**src/rtl/seg7_display_arbiter.sv**
```systemverilog
// Shares the 4-digit seven-segment buffer between two requesters (A: CPU, B: mouse)
// with req/ack handshake, round-robin tie-break and minimum hold, and scans digits out.
module seg7_display_arbiter #(
  parameter int SCAN_DIV   = 250000,
  parameter int HOLD_TICKS = 200
) (
  input  logic        clk_sys,
  input  logic        rst,
  input  logic        req_a,
  input  logic [15:0] data_a,
  input  logic [3:0]  dots_a,
  output logic        ack_a,
  input  logic        req_b,
  input  logic [15:0] data_b,
  input  logic [3:0]  dots_b,
  output logic        ack_b,
  output logic        owner,
  output logic        scan_tick,
  output logic [1:0]  seg_select,
  output logic [3:0]  bin,
  output logic        dot
);
  localparam int NUM_DIGITS = 4;
  localparam int SW = (SCAN_DIV > 1) ? $clog2(SCAN_DIV) : 1;
  localparam int HW = (HOLD_TICKS > 1) ? $clog2(HOLD_TICKS) : 1;
  localparam logic [SW-1:0] SCAN_LAST = SW'(SCAN_DIV - 1);
  localparam logic [HW-1:0] HOLD_LAST = HW'(HOLD_TICKS - 1);

  typedef struct packed {
    logic        req;
    logic [15:0] data;
    logic [3:0]  dots;
  } disp_req_t;

  typedef enum logic {IDLE, HOLD} state_t;

  disp_req_t rq_a, rq_b;
  assign rq_a = '{req: req_a, data: data_a, dots: dots_a};
  assign rq_b = '{req: req_b, data: data_b, dots: dots_b};

  state_t        state_q, state_d;
  logic [HW-1:0] hold_q, hold_d;
  logic          last_grant_q;   // 0 = A, 1 = B
  logic          elig_a, elig_b, grant_a, grant_b, ld;
  logic [SW-1:0] scan_cnt;

  logic [NUM_DIGITS-1:0][3:0] ld_nib;
  logic [NUM_DIGITS-1:0]      ld_dots;
  logic [NUM_DIGITS-1:0][3:0] buf_nib;
  logic [NUM_DIGITS-1:0]      buf_dp;

  // A requester's level is masked while its ack is out, so the still-high req is not re-granted.
  always_comb begin
    state_d = state_q;
    hold_d  = hold_q;
    grant_a = 1'b0;
    grant_b = 1'b0;
    elig_a  = rq_a.req & ~ack_a;
    elig_b  = rq_b.req & ~ack_b;
    case (state_q)
      IDLE: begin
        grant_a = elig_a & (~elig_b | last_grant_q);
        grant_b = elig_b & (~elig_a | ~last_grant_q);
        if (grant_a | grant_b) begin
          state_d = HOLD;
          hold_d  = HOLD_LAST;
        end
      end
      HOLD: begin
        grant_a = elig_a & ~owner;
        grant_b = elig_b & owner;
        if (scan_tick) begin
          if (hold_q == '0) state_d = IDLE;
          else              hold_d  = hold_q - HW'(1);
        end
      end
    endcase
  end

  assign ld      = grant_a | grant_b;
  assign ld_nib  = grant_b ? rq_b.data : rq_a.data;
  assign ld_dots = grant_b ? rq_b.dots : rq_a.dots;

  always_ff @(posedge clk_sys) begin
    if (rst) begin
      state_q      <= IDLE;
      hold_q       <= '0;
      last_grant_q <= 1'b1;
      owner        <= 1'b0;
      ack_a        <= 1'b0;
      ack_b        <= 1'b0;
    end else begin
      state_q <= state_d;
      hold_q  <= hold_d;
      ack_a   <= grant_a;
      ack_b   <= grant_b;
      if (ld) begin
        owner        <= grant_b;
        last_grant_q <= grant_b;
      end
    end
  end

  for (genvar d = 0; d < NUM_DIGITS; d++) begin : g_digit
    always_ff @(posedge clk_sys) begin
      if (rst) begin
        buf_nib[d] <= '0;
        buf_dp[d]  <= 1'b0;
      end else if (ld) begin
        buf_nib[d] <= ld_nib[d];
        buf_dp[d]  <= ld_dots[d];
      end
    end
  end

  // bin/dot lag seg_select by one cycle; the decoder tolerates the one-cycle ghost.
  always_ff @(posedge clk_sys) begin
    if (rst) begin
      scan_cnt   <= '0;
      scan_tick  <= 1'b0;
      seg_select <= '0;
      bin        <= '0;
      dot        <= 1'b0;
    end else begin
      scan_tick <= (scan_cnt == SCAN_LAST);
      scan_cnt  <= (scan_cnt == SCAN_LAST) ? '0 : scan_cnt + SW'(1);
      if (scan_tick) seg_select <= seg_select + 2'd1;
      bin <= buf_nib[seg_select];
      dot <= buf_dp[seg_select];
    end
  end

endmodule

```
**config.mk**
```make
export PLATFORM = sky130hd
export DESIGN_NAME = seg7_display_arbiter
export DESIGN_NICKNAME = d
export VERILOG_FILES = /design/src/rtl/seg7_display_arbiter.sv
export SDC_FILE = /design/constraint.sdc
export NUM_CORES = 1
export LEC_CHECK = 0
export ABC_CLOCK_PERIOD_IN_PS = 3600
export BUFFER_PORTS_ARGS = -buffer_cell sky130_fd_sc_hd__buf_2
export CAP_MARGIN = 10
export CORE_MARGIN = 1
export CORE_UTILIZATION = 50
export CTS_BUF_LIST = sky130_fd_sc_hd__clkbuf_16
export DETAILED_ROUTE_END_ITERATION = 8
export HOLD_SLACK_MARGIN = 0.06
export PLACE_DENSITY_LB_ADDON = 0.25
export SLEW_MARGIN = 40
export SYNTH_ARGS = -nofsm -noshare
export SYNTH_HDL_FRONTEND = slang
export SYNTH_SLANG_ARGS = --single-unit
```
**constraint.sdc**
```tcl
create_clock -name clk_sys -period 3.6 [get_ports clk_sys]
set_input_delay 0.18 -clock clk_sys [delete_from_list [all_inputs] [get_ports clk_sys]]
set_output_delay 0.18 -clock clk_sys [all_outputs]
set_load 0.01 [all_outputs]
```
==> summary.md <==
| Metric | Value |
|---|---|
| Slowest-stage cell, CP | `or3_1` |
| Most common cell in the netlist | `dfxtp_1` |
| Worst Path Max Fanout | `21` |
| Effective utilization at floorplan | `0.521` |
| Post-DR vias/cell | `5.50` |
| Final wirelength | `5.80 mm` |
| Iteration-0 DRC Markers | `111` |
| Clk sink count | `59` |
| Post-DP Area | `3010 um2` |
| R2r worst-path depth | `4` |
| Yosys top cell by area | `dfxtp_1` |
| Design area | `3280 um2` |
| CP Capture Type | `flop` |
| Syn_area_per_cell | `8.62 um2` |
| Period utilisation layout | `0.539` |
| Netlist Area Pre-Place | `2680 um2` |
| Antenna Violating Nets Remaining | `0` |
| Post-CTS Resized | `0` |
| EDFF count, synth | `0` |
| Worst setup startpoint | `state_q$_SDFF_PP0_` |
| Die area | `5660 um2` |
| Max clock buf depth | `2` |
| Max_cap viols | `0` |
| H-tree depth | `3` |
| Layout Cells excl Fill | `437` |
| I/O Buffers | `54` |
| Asr flop ratio synth | `0` |
| Die X | `75.2 um` |
| Post-Synthesis Cells | `311` |
| Worst skew pair latency | `0.32 ns` |
| Postcts setup bufs | `0` |
| Vias in the first global route | `2,262` |
| Relative slew slack | `0.506` |
| Register area share after synthesis | `0.441` |
| Yosys warnings | `0` |
| Unrepaired setup endpoints after global routing | `false` |
| Global Route Usage Sum | `0.234` |
| Multi-input logic area | `1420 um2` |
| Startpoint types | `flop` |
| Placed insts | `422` |
| Final #Nets | `410` |
| Post-DP HPWL | `3.87 mm` |
| Layout cell share with drive strength beyond 1 | `0.221` |
| Hold Buf Count CTS | `0` |
| Reg2reg start | `state_q$_SDFF_PP0_` |
| Router iterations before antenna repair | `4` |
| CP top delay family | `simple AND/OR/NAND/NOR gates` |
| Post-synth top flop | `dfxtp_1` |
| Pin count of the biggest net entering global routing | `41` |
| Maximum VDD drop | `0.313 mV` |
| Worst Skew | `0.00548 ns` |
| CP cell instances | `nor4bb_1 -> or3_1 -> nand2_1 -> a31oi_1` |
| Core Area | `5140 um2` |
| # IOs | `55` |
| Syn-to-layout area delta | `22.5%` |
| Min Hold Slack | `0.117 ns` |
| Gr ovfl total | `0` |
| Tmin final | `1.94 ns` |
| Most frequent cells after synthesis | `59 x dfxtp_1, 53 x nand2_1, 26 x o21ai_0` |
| R2r setup slk | `1.66 ns` |
| Global-route wire length before repair | `9.97 mm` |
| Fmax achieved | `0.515 GHz` |
| CP Buf/Inv Count | `0` |
| DRC Markers | `0` |
| Outcome | `complete, no violations` |
| FP Rows | `26` |
| Routed len/inst | `13.3 um` |
| Worst hold endpoint | `buf_dp[3]$_SDFFE_PP0P_` |
| CP Data Required Time | `3.84 ns` |
| Worst slew pin tran | `0.737 ns` |
| Hold_sp | `dots_b[3]` |
| Pre-CTS setup slack | `1.67 ns` |
| Flip-flop and latch count after synthesis | `59` |
| TritonCTS clock tree | `done` |
| Slew Viols, Final | `0` |
| Pwr Density | `530 nW/um2` |
| Hold Crit Class | `input pin to flop` |
| Net Count, Synth | `358` |
| Clock-pin slew of the registers on the worst-case setup and hold paths | `0.05 ns` |
| Worst reg2reg endpoint | `buf_dp[1]$_SDFFE_PP0P_` |
| Fillers | `461` |
| Gp weighted congestion | `0.817` |
| Setup violators final | `0` |
| Setup TNS | `0 ns` |
| Critical Path Max Stage Delay | `0.62 ns` |
| Worst Path Arrival | `2.18 ns` |
| Post-synth cell types | `43` |
| Initial antenna violation count | `0` |
| Hold Path Depth | `3` |
| Pleak | `0.00133 uW` |
| Top cells by area, synth | `dfxtp_1 44%, nand2_1 7.4%, a31oi_1 5.4%` |
| Final hold vios | `0` |
| Sequential cell area | `1180 um2` |
| Antenna diodes | `0` |
| Number of buffers created by CTS | `9` |
| Die Ht | `75.2 um` |
| Clock Tree Root | `clkbuf_16` |
| Critical setup path kind | `flop to flop` |
| Final worst setup slack | `1.66 ns` |
| Yosys top cell area share | `0.441` |
| DR vias | `2,403` |
-- layout by cell type (no fill, tap or decap), types with 2 or more instances in the layout --
master / count
a21o_1: 3
inv_1: 9
a311oi_1: 2
dfxtp_1: 59
nor3_1: 5
clkbuf_16: 9
or3_1: 5
buf_4: 3
nor2_1: 24
a21oi_1: 9
nand2_1: 53
xnor2_1: 9
a211oi_1: 2
nand4_1: 5
nand2b_1: 2
xor2_1: 6
o221a_2: 2
clkinv_1: 3
a31oi_1: 23
buf_2: 54
nand3_1: 10
ha_1: 3
and2_1: 7
nand3b_1: 2
mux4_2: 5
nor4_1: 6
o21ai_0: 26
-- worst max-delay path by stage --
stage | endpoint | cells past startpoint
3_5_place_dp | buf_dp[1]$_SDFFE_PP0P_ | 4
2_1_floorplan | hold_q[3]$_SDFFE_PP0P_ | 6
6_report | buf_dp[1]$_SDFFE_PP0P_ | 4
5_1_grt | hold_q[3]$_SDFFE_PP0P_ | 6
4_1_cts | buf_dp[1]$_SDFFE_PP0P_ | 4
3_3_place_gp | hold_q[3]$_SDFFE_PP0P_ | 6
-- sequential cells by signal, summed over array words and instances (netlist names) --
signal        count
seg_select        2
owner             1
hold_q            8
ack_a             1
scan_cnt         18
state_q           1
buf_dp            4
dot               1
last_grant_q      1
scan_tick         1
ack_b             1
bin               4
buf_nib          16
-- power by group --
part | switching, uW | internal (uW) | total [uW]
clock | 274 | 519 | 793
combinational | 117 | 92.4 | 209
sequential | 34.0 | 705 | 739
total | 425 | 1320 | 1740
-- cell families after synthesis --
kind of cell / after synthesis / synth area share
fa+ha+maj: 3 / 0.0140
mux: 5 / 0.0420
simple gates: 131 / 0.247
flops: 59 / 0.441
xor+xnor: 15 / 0.0490
buf+inv: 24 / 0.0350
compound gates: 74 / 0.172
-- tightest hold or removal path: stages --
cell and delay [ns]:
buf_2 0.09, nand2_1 0.04, a31oi_1 0.07
-- through the flow --
step                      utilization  total power, uW
after floorplan                     -              889
after detailed placement        0.585              959
after global placement          0.585              955
final                           0.639             1740
after global routing            0.639             1820
after CTS                       0.639             1750
-- cell type report --
cell class | count | area share
clock buffers | 9 | 0.0686
clock inverters | 6 | 0.0152
inverters | 8 | 0.00914
multi-input cells | 228 | 0.432
flip-flops and latches | 59 | 0.360
well taps | 70 | 0.0267
repair buffers | 57 | 0.0891
-- metal layers --
metal,wire length [um],share of wire,track usage
met5,0,0,0
met4,96,0.017,0.0988
met3,197,0.034,0.0669
met1,2790,0.48,0.298
met2,2720,0.47,0.375
Note: power is estimated with default switching activity, not from simulation.
